==> config.mk <==
export PLATFORM = sky130hd
export DESIGN_NAME = cpu_run_ctrl
export DESIGN_NICKNAME = d
export VERILOG_FILES = /design/src/rtl/cpu_run_pkg.sv /design/src/rtl/sat_counter.sv /design/src/rtl/cpu_run_ctrl.sv
export SDC_FILE = /design/constraint.sdc
export NUM_CORES = 1
export LEC_CHECK = 0
export CAP_MARGIN = 20
export CELL_PAD_IN_SITES_DETAIL_PLACEMENT = 1
export CELL_PAD_IN_SITES_GLOBAL_PLACEMENT = 2
export CORE_ASPECT_RATIO = 1.5
export CORE_UTILIZATION = 33
export CTS_CLUSTER_SIZE = 24
export DETAILED_ROUTE_END_ITERATION = 16
export PLACE_DENSITY = 0.9
export SYNTH_ARGS = -nofsm -noshare
export SYNTH_HDL_FRONTEND = slang
export SYNTH_SLANG_ARGS = --single-unit
export TNS_END_PERCENT = 20
==> constraint.sdc <==
create_clock -name clk -period 5.75 [get_ports clk]
set_input_delay 0.8625 -clock clk [delete_from_list [all_inputs] [get_ports clk]]
set_output_delay 0.8625 -clock clk [all_outputs]
set_load 0.005 [all_outputs]
==> src/rtl/cpu_run_pkg.sv <==
// Shared types for the CPU run controller: FSM states and completion codes.
package cpu_run_pkg;

    typedef enum logic [1:0] {
        IDLE = 2'd0,
        RST  = 2'd1,
        RUN  = 2'd2,
        DONE = 2'd3
    } run_state_t;

    typedef enum logic [1:0] {
        DC_NONE    = 2'b00,
        DC_HALT    = 2'b01,
        DC_TIMEOUT = 2'b10
    } done_code_t;

endpackage : cpu_run_pkg

==> src/rtl/sat_counter.sv <==
// Saturating up-counter with synchronous clear; holds at all-ones instead of wrapping.
module sat_counter #(
    parameter int W = 32
) (
    input  logic         clk,
    input  logic         reset,
    input  logic         clr,
    input  logic         inc,
    output logic [W-1:0] count
);

    logic [W-1:0] count_q;
    logic [W-1:0] count_d;

    // Next count: clear has priority, increment stops at all-ones.
    always_comb begin
        count_d = count_q;
        if (clr) begin
            count_d = '0;
        end else if (inc && (count_q != {W{1'b1}})) begin
            count_d = count_q + W'(1);
        end
    end

    // Count register, cleared by the active-low synchronous reset.
    always_ff @(posedge clk) begin
        if (!reset) begin
            count_q <= '0;
        end else begin
            count_q <= count_d;
        end
    end

    assign count = count_q;

endmodule : sat_counter

==> src/rtl/cpu_run_ctrl.sv <==
// Run controller for the pipelined CPU: sequences the core reset, runs it,
// ends the run on halt (repeated branch-to-self) or timeout, and keeps
// saturating cycle / retire / stall counters.
module cpu_run_ctrl
    import cpu_run_pkg::*;
#(
    parameter int ADDR_W      = 64,
    parameter int CNT_W       = 32,
    parameter int RST_CYCLES  = 2,
    parameter int MAX_CYCLES  = 1000,
    parameter int HALT_REPEAT = 4
) (
    input  logic              clk,
    input  logic              reset,
    input  logic              start,
    input  logic              retire_valid,
    input  logic [ADDR_W-1:0] retire_pc,
    input  logic              stall,
    output logic              cpu_reset,
    output logic              running,
    output logic              done,
    output logic [1:0]        done_code,
    output logic [CNT_W-1:0]  cycle_count,
    output logic [CNT_W-1:0]  retire_count,
    output logic [CNT_W-1:0]  stall_count
);

    // Reset-phase counter only needs to reach RST_CYCLES-1.
    localparam int RC_W = (RST_CYCLES > 1) ? $clog2(RST_CYCLES) : 1;
    localparam logic [RC_W-1:0] RST_LAST = RC_W'(RST_CYCLES - 1);

    // Repeat counter must be able to represent HALT_REPEAT itself.
    localparam int REP_W = $clog2(HALT_REPEAT + 1);
    localparam logic [REP_W-1:0] HALT_AT = REP_W'(HALT_REPEAT);
    localparam logic [REP_W-1:0] REP_MAX = {REP_W{1'b1}};

    // Cycle count value seen during the final permitted RUN cycle.
    localparam logic [CNT_W-1:0] LAST_CYCLE = CNT_W'(MAX_CYCLES - 1);

    run_state_t        state_q, state_d;
    logic [RC_W-1:0]   rst_cnt_q, rst_cnt_d;
    logic [ADDR_W-1:0] last_pc_q, last_pc_d;
    logic [REP_W-1:0]  rep_q, rep_d;
    logic              have_last_q, have_last_d;
    done_code_t        done_code_q, done_code_d;
    logic              cpu_reset_q, cpu_reset_d;
    logic              running_q, running_d;
    logic              done_q, done_d;

    logic              cnt_clr;
    logic              in_run;
    logic [REP_W-1:0]  rep_next;
    logic              halt_hit;
    logic              timeout_hit;

    // Repeat count this retirement would produce; first retirement of a run starts at 1.
    always_comb begin
        rep_next = REP_W'(1);
        if (have_last_q && (retire_pc == last_pc_q)) begin
            rep_next = (rep_q == REP_MAX) ? rep_q : rep_q + REP_W'(1);
        end
    end

    assign halt_hit    = retire_valid && (rep_next == HALT_AT);
    assign timeout_hit = (cycle_count == LAST_CYCLE);

    // FSM next-state, halt tracker update and registered-output next values.
    always_comb begin
        state_d     = state_q;
        rst_cnt_d   = rst_cnt_q;
        last_pc_d   = last_pc_q;
        rep_d       = rep_q;
        have_last_d = have_last_q;
        done_code_d = done_code_q;
        cnt_clr     = 1'b0;
        in_run      = 1'b0;

        unique case (state_q)
            IDLE, DONE: begin
                if (start) begin
                    state_d     = RST;
                    rst_cnt_d   = '0;
                    done_code_d = DC_NONE;
                    have_last_d = 1'b0;
                    rep_d       = '0;
                    cnt_clr     = 1'b1;
                end
            end
            RST: begin
                if (rst_cnt_q == RST_LAST) begin
                    state_d = RUN;
                end else begin
                    rst_cnt_d = rst_cnt_q + RC_W'(1);
                end
            end
            RUN: begin
                in_run = 1'b1;
                // Cycles without a retirement leave the tracker alone so stalls
                // inside a halt loop do not reset the repeat count.
                if (retire_valid) begin
                    last_pc_d   = retire_pc;
                    rep_d       = rep_next;
                    have_last_d = 1'b1;
                end
                // Halt takes priority when both end conditions hit together.
                if (halt_hit) begin
                    state_d     = DONE;
                    done_code_d = DC_HALT;
                end else if (timeout_hit) begin
                    state_d     = DONE;
                    done_code_d = DC_TIMEOUT;
                end
            end
            default: begin
                state_d = IDLE;
            end
        endcase

        cpu_reset_d = (state_d != RUN);
        running_d   = (state_d == RUN);
        done_d      = (state_d == DONE);
    end

    // State, tracker and output registers; reset aborts any run without reporting done.
    always_ff @(posedge clk) begin
        if (!reset) begin
            state_q     <= IDLE;
            rst_cnt_q   <= '0;
            last_pc_q   <= '0;
            rep_q       <= '0;
            have_last_q <= 1'b0;
            done_code_q <= DC_NONE;
            cpu_reset_q <= 1'b1;
            running_q   <= 1'b0;
            done_q      <= 1'b0;
        end else begin
            state_q     <= state_d;
            rst_cnt_q   <= rst_cnt_d;
            last_pc_q   <= last_pc_d;
            rep_q       <= rep_d;
            have_last_q <= have_last_d;
            done_code_q <= done_code_d;
            cpu_reset_q <= cpu_reset_d;
            running_q   <= running_d;
            done_q      <= done_d;
        end
    end

    sat_counter #(.W(CNT_W)) u_cycle_cnt (
        .clk   (clk),
        .reset (reset),
        .clr   (cnt_clr),
        .inc   (in_run),
        .count (cycle_count)
    );

    sat_counter #(.W(CNT_W)) u_retire_cnt (
        .clk   (clk),
        .reset (reset),
        .clr   (cnt_clr),
        .inc   (in_run && retire_valid),
        .count (retire_count)
    );

    sat_counter #(.W(CNT_W)) u_stall_cnt (
        .clk   (clk),
        .reset (reset),
        .clr   (cnt_clr),
        .inc   (in_run && stall),
        .count (stall_count)
    );

    assign cpu_reset = cpu_reset_q;
    assign running   = running_q;
    assign done      = done_q;
    assign done_code = done_code_q;

endmodule : cpu_run_ctrl
Word level (Yosys, flattened, before mapping)
Index checks and enable logic that the tools add are counted.

Add/subtract/negate cells: 5. Multipliers: 0. Divide/modulo/power cells: 0. Order comparisons: 0. Eq/ne operators: 16. Shifts and indexed selects: 0. Muxes and demuxes: 22. Bitwise operators: 1. Reduce and logical (&&, ||, !) cells: 16.

Operators by type and width (number): $add 32x1->32 const B (3); $ne 32x32->1 const B (3); $eq 64x64->1 (1); $eq 32x10->1 const B (1); $mux 2 (7); $mux 3 (4); $eq 2x2->1 const B (4); $logic_and 1x1->1 (7); $eq 3x3->1 const B (2); $mux 1 (6); $ne 2x2->1 const B (3); $pmux 2 s3 (1); $pmux 3 s2 (1); $reduce_and 3->1 (2); $pmux 1 s2 (2); $pmux 2 s2 (1); $reduce_and 2->1 (2); $reduce_bool 2->1 (2); $reduce_or 2->1 (2); $add 3x1->3 const B (1); $ne 3x3->1 const B (1); $eq 2x1->1 const B (1); $logic_not 2->1 (1); $add 1x1->1 const B (1); $not 1->1 (1).

Register bits after elaboration: 172. Latch bits: 0. RAM bits: 0. Bits in read-only memories: 0. Bits of input ports: 69. Output and inout port bits: 101. Logic and storage cells: 72. Memories: 0.

Depth between registers and ports, before layout
Gate-level depths: netlist of the first run.

Depth after elaboration: 8. Mapped depth: 9. Mapped depth without buffers: 8.

By module
A second synthesis of the first run with hierarchy kept.

Cell total of the unflattened synthesis: 1081. Area, all modules: 8828.5 µm².

Modules (own cells, without submodules): sat_counter (times used 3, cells an instance 203, area an instance 1667.8 µm², sequential area each 640.6 µm²); cpu_run_ctrl (times used 1, cells an instance 472, area an instance 3824.9 µm², sequential area each 1521.5 µm²).

Least setup slack after synthesis of the first run
No wires, ideal clock.

Path kind: input port to flip-flop. Start point: in retire_pc[41]. End point: reg rep_q[1]. Library setup time: 0.095 ns. Data arrival time: 2.326 ns. Data required time: 5.655 ns. Path slack: 3.329 ns. Stages: 6. Buffers on the path: 0. Cells stage by stage: inv_1 o22ai_1 or4_1 nor4_4 nand3_2 o311ai_1.

Longest elaborated chain between the ends: 5.

RTL lines: from (decl) (line cpu_run_ctrl.sv:17) `input logic [ADDR_W-1:0] retire_pc,`; $eq 64x64->1 (line cpu_run_ctrl.sv:59) `if (have_last_q && (retire_pc == last_pc_q)) begin`; $logic_and 1x1->1 (line cpu_run_ctrl.sv:59); $mux 3 (line cpu_run_ctrl.sv:59); $mux 3 (line cpu_run_ctrl.sv:100) `if (retire_valid) begin`; $pmux 3 s2 (line cpu_run_ctrl.sv:78) `unique case (state_q)`; to (signal assigned) (line cpu_run_ctrl.sv:140) `rep_q <= rep_d;`; to (decl) (line cpu_run_ctrl.sv:43) `logic [REP_W-1:0] rep_q, rep_d;`.

Every way passes these cells. The select of a mux whose other input is x is not followed. A chain may end at the register's enable or synchronous reset.

Worst setup path in the final report of the first run
Start point: in retire_pc[25]. End point: reg done_q (netlist: done).

Longest elaborated chain between the ends: 8.

RTL lines: $eq 64x64->1 (line cpu_run_ctrl.sv:59); $logic_and 1x1->1 (line cpu_run_ctrl.sv:59); $mux 3 (line cpu_run_ctrl.sv:59); $eq 3x3->1 (line cpu_run_ctrl.sv:64) `assign halt_hit = retire_valid && (rep_next == HALT_AT);`; $logic_and 1x1->1 (line cpu_run_ctrl.sv:64); $mux 2 (line cpu_run_ctrl.sv:106) `if (halt_hit) begin`; $pmux 2 s3 (line cpu_run_ctrl.sv:78); $eq 2x2->1 (line cpu_run_ctrl.sv:121) `done_d = (state_d == DONE);`; to (signal assigned) (line cpu_run_ctrl.sv:145) `done_q <= done_d;`; to (decl) (line cpu_run_ctrl.sv:48) `logic done_q, done_d;`.

Every way passes these cells.

==> impl_metrics.yaml, run 1 <==
outcome:
  outcome: "finished, final reports clean"
layout:
  seq_area_um2: 3440
  drive_above_1_share_pct: 4.87
  multi_input_area_um2: 4690
  nets: 1234
  area_growth_pct: 30.9
  antennaDiodeCount: 0
  nFillCells: 2947
synthesis:
  synth_most_common_cell: "dfxtp_1"
  synth_compound_area_share_pct: 13.6
  synth_edf_count: 0
  synth-simple-area-share_pct: 28.9
  syn_area_um2: 8420
  synth_cell_types: 57
  muxShareOfSynthArea_pct: 0.119
  synth_area_leaders: "dfxtp_1 (41%), xor2_1 (8.5%), nand2_1 (7.5%), a21boi_0 (5.8%), nor2_1 (4.2%)"
  ys_ff_latch: 172
  synth.top_cell.area_share_pct: 40.9
  async_flop_share_pct: 0
  syn_inst: 1008
  synthAdderAreaFrac_pct: 0.892
  synth_ff_type: "dfxtp_1"
  synthTopCellsByCount: "dfxtp_1 (172), nand2_1 (168), nor2_1 (95)"
  syn_nets: 1083
  yosysWarnings: 0
  ys_seq_area_share_pct: 40.9
  yosys.area_share.xor_xnor_pct: 12.2
  syn_avg_cell_area_um2: 8.35
  synth_top_family_by_area: "simple AND/OR/NAND/NOR gates"
  yosys.area.top_type: "dfxtp_1"
floorplanning:
  io_pins: 170
  die_w_um: 132
  die_area_um2: 26200
  die_y_um: 198
  rows: 71
  start_util_pct: 33.6
  core_area_um2: 25100
job:
  drv_cap: 0
critical_path:
  crit_arrival_ns: 3.33
  path_class: "primary input to flip-flop"
  cp_data_required_time_ns: 6.11
  critPathMaxFanout: 8
  worstSetupStartpointType: "primary input"
  end_kind: "flip-flop"
sta:
  tightest_slew_ns: 0.880
  fmax_mhz: 336
  setup_viol: 0
  hold_violations: 0
  relSlewSlack_pct: 41.4
  setup_ws_ns: 2.78
  slew_violations: 0
  finalSetupTns_ns: 0
  fin_crit_ns: 2.97
  rsz0062_at_grt: "false"
  finClkSkew_ns: 0.00926
  finalCritPeriodShare_pct: 51.7
grt:
  grtUsageMet1_pct: 21.5
  met2_usage_pct: 36.6
  grt-ovfl-total: 0
  grt_pass1_wl_mm: 40.2
  antenna_found_initial: 0
  grt_util_met3_pct: 3.23
  grt-busiest-layer: "met2"
  grt_max_degree: 79
  grt_pass1_vias: 7812
  grt_util_all_layers_pct: 19.4
routing:
  viasPerCell: 5.14
  final_antenna_net_count: 0
  vias: 7702
  drc: 0
  drt_wl_total_mm: 24.4
  drt-pass1-iter-count: 4
  drt_iter0_markers: 265
  routedWlPerCell_um: 16.3
clocking:
  root_buffer: "clkbuf_16"
  cts_tree: "done"
  clk_path_buf_depth: 2
  htree_levels: 4
  clk_latency_ns: 0.43
  path_clk_slew_ns: 0.07
  cts-buffers-inserted: 17
  cts_resized: 0
  cts.sinks: 172
  hold_buffers: 0
  post_cts_buffers: 0
placed_design:
  io_buffers: 169
  place_ws_ns: 2.29
  dp_hpwl_mm: 17.9
  place_congestion: 0.762
power:
  cellPowerDensity_nw_per_um2: 237
  finalPower_w: 0.00261
  p_leak_nw: 3.75
  vdd_ir_drop_max_mv: 0.223
min_path:
  min_path_type: "flip-flop to flip-flop"
==> metal layers <==
layer | share of wire (%) | vias up
met4 | 1.8 | 0
li1 | - | 3791
met1 | 42 | 3738
met3 | 2.6 | 24
met2 | 54 | 149
met5 | 0 | -
==> critical path, cell delays in order <==
cell,delay [ns]
clkdlybuf4s50_1,0.51
nor2b_1,0.06
a2111oi_0,0.63
o2111ai_1,0.36
nor4_4,0.47
a41oi_1,0.23
nor3_1,0.20
==> state kept, by name, summed over array words and instances (netlist names) <==
name and count:
cpu_reset 1, done 1, done_code 2, have_last_q 1
last_pc_q 64, rep_q 3, rst_cnt_q 1, running 1
state_q 2, u_cycle_cnt.count 32, u_retire_cnt.count 32, u_stall_cnt.count 32
==> metrics by stage <==
stage / std cells / hold WS, ns / util, % / instance area [um^2]
after floorplan: 1008 / 0.443 / - / 8420
after global placement: 1467 / 0.451 / 41.4 / 10400
after detailed placement: 1468 / 0.468 / 41.5 / 10400
after CTS: 1499 / 0.477 / 44.0 / 11000
after global routing: 1499 / 0.505 / 44.0 / 11000
final: 1499 / 0.475 / 44.0 / 11000
==> area by class of cell <==
cell class,count,share of cell area [%]
Tap cell,328,3.72
Multi-Input combinational cell,765,42.6
Clock buffer,21,4.27
Sequential cell,172,31.2
Clock inverter,10,1.49
Timing Repair Buffer,175,15.7
Inverter,28,0.953
==> cell usage in the layout, fill, tap and decap left out, types with 10 or more instances in the layout <==
cell type        synthesis  final
o211ai_1                13     13
xnor2_1                 35     35
dfxtp_1                172    172
or3_1                   11     11
inv_1                   28     28
o21ai_0                 19     19
and4_1                  10     10
a21boi_0                65     65
nand2_1                168    166
nand4_1                 32     32
nor3_1                  12     12
nor2_1                  95     95
nor2b_1                 14     14
clkbuf_16                0     17
nand3_1                 42     42
and3_1                  26     26
nor4_1                  20     20
clkdlybuf4s50_1          0    168
a21oi_1                 21     21
nand2b_1                20     20
xor2_1                  82     82
==> path summary, 6_finish.rpt <==
check                                      startpoint              endpoint  slack, ns  cells after the start
worst max-delay path                    retire_pc[25]                  done       2.78                      7
worst min-delay path                    last_pc_q[17]         last_pc_q[17]       0.47                      2
worst max register to register  u_stall_cnt.count[12]  u_stall_cnt.count[1]       2.94                      6
worst min register to register          last_pc_q[17]         last_pc_q[17]       0.47                      2
==> logic make-up after synthesis <==
group                    Yosys count
multiplexers                       1
XOR/XNOR                         117
AND/OR/NAND/NOR                  482
flip-flops                       172
adder cells (fa/ha/maj)            6
buffers and inverters             71
AO/OA/AOI/OAI                    159
==> power breakdown <==
part           internal (W)  switching (W)  leakage [nW]
Combinational     0.0000750      0.0000849          2.06
Clock              0.000760       0.000490         0.309
Sequential          0.00120     0.00000429          1.39
Total               0.00203       0.000579          3.75
Power figures use the tool's default switching activity.
==> run 2: changes to the inputs <==
--- a/config.mk
+++ b/config.mk
@@ -9,10 +9,10 @@
 export CELL_PAD_IN_SITES_DETAIL_PLACEMENT = 1
 export CELL_PAD_IN_SITES_GLOBAL_PLACEMENT = 2
 export CORE_ASPECT_RATIO = 1.5
-export CORE_UTILIZATION = 33
+export CORE_UTILIZATION = 27
 export CTS_CLUSTER_SIZE = 24
 export DETAILED_ROUTE_END_ITERATION = 16
-export PLACE_DENSITY = 0.9
+export PLACE_DENSITY = 0.79
 export SYNTH_ARGS = -nofsm -noshare
 export SYNTH_HDL_FRONTEND = slang
 export SYNTH_SLANG_ARGS = --single-unit
==> constraint.sdc (replaced) <==
create_clock -name clk -period 2.63 [get_ports clk]
set_input_delay 0.3945 -clock clk [delete_from_list [all_inputs] [get_ports clk]]
set_output_delay 0.3945 -clock clk [all_outputs]
set_load 0.005 [all_outputs]
==> run 2 against run 1 <==
Non-clock buffer count grew 28; largest cell class unchanged; register-to-register slack lost 2.6 ns; clock skew shrank 0.0018 ns.
==> impl_metrics.yaml, run 2 (synthesis gave the netlist of run 1 again) <==
power:
  vdd_ir_drop_max_mv: 0.454
  p_leak_nw: 3.84
  p_sw_share_pct: 23.2
  clockPowerShare_pct: 45.0
  power_frac_seq_pct: 48.3
  p_int_w: 0.00417
  switchingPower_w: 0.00126
  comb_power_share_pct: 6.7
  cellPowerDensity_nw_per_um2: 483
layout:
  final_cell_count_no_fill: 1598
  nFillCells: 3613
  fin_area_um2: 11300
  top_register: "last_pc_q"
  seq_area_um2: 3440
  final_common_cell: "dfxtp_1"
  nets: 1262
  drive_above_1_share_pct: 6.60
  layout_common_cells: "dfxtp_1 (172), clkdlybuf4s50_1 (168), nand2_1 (166)"
  largest_register_ffs: 64
  multi_input_area_um2: 4690
  area_growth_pct: 33.6
routing:
  vias: 7765
  drt_iter0_markers: 245
  drt_wl_total_mm: 26.0
  drt-pass1-iter-count: 4
  viasPerCell: 4.86
  final_antenna_net_count: 0
  routedWlPerCell_um: 16.3
  drc: 0
critical_path:
  end_kind: "flip-flop"
  critPathMaxFanout: 8
  cp_num_buf_inv: 2
  cp_slowest_stage_delay_ns: 0.39
  path_class: "flip-flop to flip-flop"
  crit_chain: "inv_1 -> ha_1 -> nand2_2 -> nor4_1 -> buf_4 -> nand2_1 -> nor4b_1 -> xnor2_1 -> nor2_1"
  crit_arrival_ns: 2.65
  crit_family: "simple AND/OR/NAND/NOR gates"
  cp_data_required_time_ns: 2.95
  cpMaxStageDelayCell: "ha_1"
  worstSetupStartpointType: "flip-flop"
floorplanning:
  start_util_pct: 27.7
  die_y_um: 218
  core_area_um2: 30400
  die_w_um: 146
  io_pins: 170
  rows: 78
  die_area_um2: 31900
grt:
  grt_pass1_wl_mm: 42.4
  grt_max_degree: 65
  grt_pass1_vias: 8024
  grt_util_all_layers_pct: 16.9
  grt-ovfl-total: 0
  antenna_found_initial: 1
placed_design:
  io_buffers: 169
  place_congestion: 0.801
  dp.cells: 1568
  dp_hpwl_mm: 19.5
  post_dp_cell_area_um2: 10700
sta:
  setup_viol: 0
  finClkSkew_ns: 0.00744
  hold_violations: 0
  relSlewSlack_pct: 65.7
  fmax_mhz: 429
  finalCritPeriodShare_pct: 88.7
  tightest_slew_ns: 0.501
  rsz0062_at_grt: "false"
  fin_crit_ns: 2.33
  slew_violations: 0
clocking:
  path_clk_slew_ns: 0.07
  clk_path_buf_depth: 2
  cts.sinks: 172
  clk_latency_ns: 0.45
  hold_buffers: 0
  cts-buffers-inserted: 17
  htree_levels: 4
  root_buffer: "clkbuf_16"
  post_cts_buffers: 0
  cts_resized: 0
  cts_tree: "done"
outcome:
  outcome: "finished, final reports clean"
min_path:
  min_path_type: "flip-flop to flip-flop"
job:
  drv_cap: 0
-- run 2: changes by cell type in the layout (fill, tap and decap cells not counted) --
cell        change
buf_12          +2
buf_4          +27
buf_6           -1
bufinv_16       -2
clkbuf_1        +4
clkbuf_8        -3
clkinv_2        -1
clkinv_4        -3
clkinvlp_4      +3
diode_2         +1
-- run 2: power groups by stage --
stage                     Combinational, W  Clock [W]  Sequential [W]
after detailed placement          0.000375          0         0.00268
after global placement            0.000371          0         0.00268
after CTS                         0.000377    0.00255         0.00263
final                             0.000366    0.00245         0.00263
after global routing              0.000405    0.00265         0.00263
after floorplan                   0.000163          0         0.00268
-- run 2: layout make-up --
| type | instances | share of cell area [%] |
|---|---|---|
| Multi-Input combinational cell | 765 | 41.7 |
| Timing Repair Buffer | 203 | 17.5 |
| Sequential cell | 172 | 30.6 |
| Tap cell | 400 | 4.45 |
| Clock inverter | 7 | 0.845 |
| Inverter | 28 | 0.934 |
| Clock buffer | 22 | 3.95 |
| Antenna cell | 1 | 0.0222 |
-- run 2: tightest hold or removal path: cells and delay by family (launching register included) --
family / cells / cell delay, ns
compound gates: 1 / 0.06
simple gates: 1 / 0.05
flops: 1 / 0.31
-- run 2: per-stage QoR --
stage | hold WS, ns | total power, W | TNS, ns | util [%] | setup WS (ns)
after floorplan | 0.443 | 0.00284 | 0 | - | 0.626
after global placement | 0.451 | 0.00306 | -0.714 | 35.2 | -0.134
after detailed placement | 0.463 | 0.00306 | -1.12 | 35.2 | -0.196
after CTS | 0.474 | 0.00555 | 0 | 36.9 | 0.247
after global routing | 0.494 | 0.00568 | 0 | 37.0 | 0.0859
final | 0.470 | 0.00544 | 0 | 37.0 | 0.297
-- run 2: worst paths after layout --
path | startpoint | endpoint | slack, ns | depth (start not counted)
max reg2reg | state_q[0] | u_retire_cnt.count[17] | 0.30 | 9
min reg2reg | last_pc_q[17] | last_pc_q[17] | 0.47 | 2
max | state_q[0] | u_retire_cnt.count[17] | 0.30 | 9
min | last_pc_q[17] | last_pc_q[17] | 0.47 | 2
-- run 2: routing by layer --
metal | track usage [%] | part of all wire (%)
met4 | 7.19 | 2.3
met3 | 2.92 | 2.9
met2 | 31.4 | 53
met5 | 0 | 0
met1 | 18.6 | 42
==> run 3: changes to the inputs <==
--- a/config.mk
+++ b/config.mk
@@ -12,6 +12,7 @@
 export CORE_UTILIZATION = 27
 export CTS_CLUSTER_SIZE = 24
 export DETAILED_ROUTE_END_ITERATION = 16
+export HOLD_SLACK_MARGIN = 0.1
 export PLACE_DENSITY = 0.79
 export SYNTH_ARGS = -nofsm -noshare
 export SYNTH_HDL_FRONTEND = slang
==> results of run 3 <==
The final DEF is identical to that of run 2; final timing and power are the same.
